--- src/rtl/dmem_access_ctrl.sv ---
// Data-memory access controller: turns a MEM-stage load/store into a single
// word-aligned memory transaction, stalling the pipeline until it completes or times out.
module dmem_access_ctrl #(
  parameter int unsigned TIMEOUT = 16
) (
  input  logic        clk,
  input  logic        n_rst,
  input  logic        MemReadM,
  input  logic        MemWriteM,
  input  logic [2:0]  funct3M,
  input  logic [31:0] AddrM,
  input  logic [31:0] BE_WD,
  input  logic [3:0]  byte_enable,
  output logic        mem_req,
  output logic        mem_we,
  output logic [31:0] mem_addr,
  output logic [31:0] mem_wdata,
  output logic [3:0]  mem_be,
  input  logic [31:0] mem_rdata,
  input  logic        mem_ready,
  output logic [31:0] RD,
  output logic        stallM,
  output logic        misalign,
  output logic        bus_err,
  output logic [1:0]  dbg_state_o
);

  localparam int CNT_W = (TIMEOUT < 2) ? 1 : $clog2(TIMEOUT + 1);
  localparam logic [CNT_W-1:0] CNT_LAST = CNT_W'(TIMEOUT - 1);

  typedef enum logic [1:0] {
    S_IDLE = 2'd0,
    S_BUSY = 2'd1,
    S_DONE = 2'd2
  } state_e;

  state_e           state_q, state_d;
  logic [31:0]      addr_q, addr_d;
  logic [31:0]      wdata_q, wdata_d;
  logic [3:0]       be_q, be_d;
  logic             we_q, we_d;
  logic [31:0]      rd_q, rd_d;
  logic [CNT_W-1:0] cnt_q, cnt_d;
  logic             mis_q, mis_d;
  logic             berr_q, berr_d;

  logic req_any;
  logic is_half;
  logic is_word;
  logic mis_req;
  logic access;
  logic stall_raw;
  logic req_raw;
  logic unused_f3_sign;

  // Bit 2 of funct3 only selects load sign extension, which happens downstream.
  assign unused_f3_sign = funct3M[2];

  assign req_any = MemReadM | MemWriteM;
  assign is_half = (funct3M[1:0] == 2'b01);
  assign is_word = funct3M[1];
  assign mis_req = (is_half & AddrM[0]) | (is_word & (AddrM[1:0] != 2'b00));
  assign access  = req_any & ~mis_req;

  // Handshake: mem_req is valid for every BUSY cycle with mem_addr/mem_we/mem_be/
  // mem_wdata held stable; mem_ready is the completion and is honoured only in BUSY.
  always_comb begin
    state_d   = state_q;
    addr_d    = addr_q;
    wdata_d   = wdata_q;
    be_d      = be_q;
    we_d      = we_q;
    rd_d      = rd_q;
    cnt_d     = cnt_q;
    mis_d     = 1'b0;
    berr_d    = 1'b0;
    stall_raw = 1'b0;
    req_raw   = 1'b0;
    case (state_q)
      S_IDLE: begin
        if (access) begin
          addr_d    = {AddrM[31:2], 2'b00};
          wdata_d   = BE_WD;
          we_d      = MemWriteM;
          be_d      = MemWriteM ? byte_enable : 4'b1111;
          cnt_d     = '0;
          stall_raw = 1'b1;
          state_d   = S_BUSY;
        end else if (req_any) begin
          mis_d = 1'b1;
        end
      end
      S_BUSY: begin
        req_raw   = 1'b1;
        stall_raw = 1'b1;
        if (mem_ready) begin
          if (!we_q) begin
            rd_d = mem_rdata;
          end
          state_d = S_DONE;
        end else if (cnt_q == CNT_LAST) begin
          berr_d  = 1'b1;
          state_d = S_DONE;
        end else begin
          cnt_d = cnt_q + 1'b1;
        end
      end
      S_DONE: begin
        // One dead cycle lets the pipeline advance before a new request is sampled.
        state_d = S_IDLE;
      end
      default: begin
        state_d = S_IDLE;
      end
    endcase
  end

  always_ff @(posedge clk or negedge n_rst) begin
    if (!n_rst) begin
      state_q <= S_IDLE;
      addr_q  <= '0;
      wdata_q <= '0;
      be_q    <= 4'b0000;
      we_q    <= 1'b0;
      rd_q    <= '0;
      cnt_q   <= '0;
      mis_q   <= 1'b0;
      berr_q  <= 1'b0;
    end else begin
      state_q <= state_d;
      addr_q  <= addr_d;
      wdata_q <= wdata_d;
      be_q    <= be_d;
      we_q    <= we_d;
      rd_q    <= rd_d;
      cnt_q   <= cnt_d;
      mis_q   <= mis_d;
      berr_q  <= berr_d;
    end
  end

  // The stall is combinational from the request, so mask it while reset is held.
  assign stallM      = stall_raw & n_rst;
  assign mem_req     = req_raw;
  assign mem_we      = we_q;
  assign mem_addr    = addr_q;
  assign mem_wdata   = wdata_q;
  assign mem_be      = be_q;
  assign RD          = rd_q;
  assign misalign    = mis_q;
  assign bus_err     = berr_q;
  assign dbg_state_o = state_q;

endmodule

--- config.mk ---
export PLATFORM = sky130hd
export DESIGN_NAME = dmem_access_ctrl
export DESIGN_NICKNAME = d
export VERILOG_FILES = /design/src/rtl/dmem_access_ctrl.sv
export SDC_FILE = /design/constraint.sdc
export NUM_CORES = 1
export LEC_CHECK = 0
export BUFFER_PORTS_ARGS = -buffer_cell sky130_fd_sc_hd__buf_4
export CAP_MARGIN = 20
export CORE_MARGIN = 2
export CORE_UTILIZATION = 45
export DETAILED_ROUTE_END_ITERATION = 12
export GPL_ROUTABILITY_DRIVEN = 0
export PLACE_DENSITY = 0.8
export REMOVE_ABC_BUFFERS = 1
export SYNTH_ARGS = -nofsm -noshare
export SYNTH_HDL_FRONTEND = slang
export SYNTH_SLANG_ARGS = --single-unit
--- constraint.sdc ---
create_clock -name clk -period 4.2 [get_ports clk]
set_input_delay 0.84 -clock clk [delete_from_list [all_inputs] [get_ports clk]]
set_output_delay 0.84 -clock clk [all_outputs]
set_load 0.02 [all_outputs]
==> flow_metrics.env <==
export IMPL_grt_max_degree=70
export IMPL_max_slew_margin_rel=0.3987
export IMPL_worst_pin_slew_ns=0.9020
export IMPL_fin_crit_sh=0.6225
export IMPL_cts_sinks=108
export IMPL_dp_cells=576
export IMPL_clock_latency_ns=0.35
export IMPL_yosys_top_cells_area="dfrtp_1, mux2_2, buf_6"
export IMPL_drt_pass1_iter_count=4
export IMPL_dpl_hpwl_um=6808
export IMPL_cts_resized=0
export IMPL_setup_viol=0
export IMPL_drt_initial_drc_count=53
export IMPL_synth_top_area_frac=0.6411
export IMPL_grt_setup_unrepaired="false"
export IMPL_htreeDepth=3
export IMPL_grt_pass1_vias=3025
export IMPL_die_h_um=100.8
export IMPL_drive_gt1_frac=0.6896
export IMPL_synth_most_common_cell="dfrtp_1"
export IMPL_io_buffer_count=211
export IMPL_vias_per_cell=4.929
export IMPL_cts_buffers=9
export IMPL_root_buffer="clkbuf_8"
export IMPL_ys_seq_area_frac=0.6411
export IMPL_synthArstFlopShare=1.000
export IMPL_final_max_slew_viol_count=0
export IMPL_cp_max_fo=3
export IMPL_finalPower_mw=4.183
export IMPL_fillers=707
export IMPL_vias=2913
export IMPL_core_area_mm2=0.009153
export IMPL_ys_ff_latch=108
export IMPL_switchingPower_mw=1.522
export IMPL_drc=0
export IMPL_final_cells=591
export IMPL_drt_wirelength_per_cell_um=15.55
export IMPL_grt_total_usage=0.1799
export IMPL_synth_warnings=0
export IMPL_synth_area_leader_cell="dfrtp_1"
export IMPL_synth_cell_types=27
export IMPL_ir_drop_v=0.0003983
export IMPL_die_w_um=100.8
export IMPL_finalSetupTns_ns=0
export IMPL_skew_ns=0.01119
export IMPL_power_share_combinational=0.459
export IMPL_fmax_mhz=382.5
export IMPL_leakage_nw=2.889
export IMPL_antenna_found_initial=0
export IMPL_min_period_ns=2.615
export IMPL_hold_path_class="reg -> reg"
export IMPL_power_internal_mw=2.661
export IMPL_crit_type="in -> out"
export IMPL_synth_edf_count=0
export IMPL_grt_pass1_wl_um=14290
export IMPL_drt_wl_total_um=9188
export IMPL_drtAntennaViolNets=0
export IMPL_start_util=0.4606
export IMPL_hold_viol_final=0
export IMPL_powerDensity_mw_per_mm2=694.7
export IMPL_drv_cap=0
export IMPL_dieArea_mm2=0.01016
export IMPL_cts_hold_buf=0
export IMPL_nets=586
export IMPL_ios=215
export IMPL_clkPwrFrac=0.135
export IMPL_clk_path_buf_depth=2
export IMPL_synthCells=263
export IMPL_start_kind="input pin"
export IMPL_worst_endpoint_required_ns=3.36
export IMPL_synthTopCellsByCount="dfrtp_1, mux2_2, buf_4"
export IMPL_ys_flop_type="dfrtp_1"
export IMPL_synth_area_mm2=0.004215
export IMPL_end_kind="output pin"
export IMPL_rows=35
export IMPL_grt_overflow=0
export IMPL_avgSynthCellArea_um2=16.03
export IMPL_n_antenna_cell=0
export IMPL_outcome="completed"
export IMPL_seqPwrFrac=0.405
export IMPL_switching_share=0.3638
export IMPL_cts_tree="yes"
export IMPL_cp_arrival_ns=1.77
export IMPL_post_cts_setup_buffers=0
export IMPL_synthToLayoutAreaGrowth_pct=42.86
export IMPL_clk_pin_slew_ns=0.09
final timing paths:
check / from / endpoint / slack [ns] / cells past startpoint
max reg2reg: cnt_q[0]$_DFFE_PN0P_ / cnt_q[2]$_DFFE_PN0P_ / 1.98 / 6
min in group asynchronous: n_rst / mem_addr[8]$_DFFE_PN0P_ / 0.61 / 2
min reg2reg: RD[11]$_DFFE_PN0P_ / RD[11]$_DFFE_PN0P_ / 0.51 / 1
min: RD[11]$_DFFE_PN0P_ / RD[11]$_DFFE_PN0P_ / 0.51 / 1
max: AddrM[0] / stallM / 1.59 / 5
max in group asynchronous: n_rst / dbg_state_o[0]$_DFFE_PN0P_ / 2.43 / 3
kinds of logic after synthesis:
kind of cell / share of synthesized area
simple gates: 0.03502
buf+inv: 0.03235
compound gates: 0.02018
fa+ha+maj: 0.005936
flops: 0.6411
other cells: 0.0008896
mux: 0.2645
per-layer routing:
metal,global-route usage,share of wire,vias to the layer above
met2,0.2990,0.51,131
met4,0.07587,0.021,0
met3,0.06727,0.098,18
met1,0.2093,0.37,1416
li1,-,-,1348
met5,0,0,-
layout make-up:
| cell class | instances | area [um^2] | area share |
|---|---|---|---|
| flip-flops and latches | 108 | 2703 | 0.4488 |
| repair buffers | 215 | 1614 | 0.2680 |
| inverters | 3 | 11.26 | 0.001870 |
| clock buffers | 11 | 141.4 | 0.02348 |
| multi-input cells | 139 | 1388 | 0.2304 |
| clock inverters | 4 | 26.28 | 0.004363 |
| well taps | 111 | 138.9 | 0.02306 |
cell usage in the layout, fill, tap and decap left out, drive strengths merged, types with 3 or more instances in the layout:
cell,n
buf,215
dfrtp,108
mux2,99
clkbuf,11
nand2b,6
nand2,6
o21ai,5
inv,3
nor2,3
clkinv,3
sequential cells by signal (all words and copies together), names as in the netlist:
register / cells
RD: 32
bus_err: 1
cnt_q: 5
dbg_state_o: 2
mem_addr: 30
mem_be: 4
mem_wdata: 32
mem_we: 1
misalign: 1
worst max-delay path, stage by stage:
cell,delay (ns)
buf_4,0.11
o21ai_0,0.28
o2111a_2,0.27
o211a_1,0.13
buf_4,0.13
power groups by stage:
stage	clock network (mW)	registers (mW)	logic [mW]
floorplan	0	2.24	0.502
global placement	0	1.70	1.91
detailed placement	0	1.72	1.95
CTS	0.587	1.70	1.95
global route	0.624	1.76	2.04
finish	0.566	1.70	1.92
per-stage QoR:
step	util	hold WS, ns	worst slack, ns	cell area, um^2
2_1_floorplan	-	0.5148	0.2207	4094
3_3_place_gp	0.6396	0.4903	1.447	5854
3_5_place_dp	0.6396	0.4967	1.433	5854
4_1_cts	0.6580	0.5192	1.579	6022
5_1_grt	0.6580	0.5295	1.493	6022
6_report	0.6580	0.5150	1.585	6022
No activity file was read; power rests on OpenSTA's default activity.
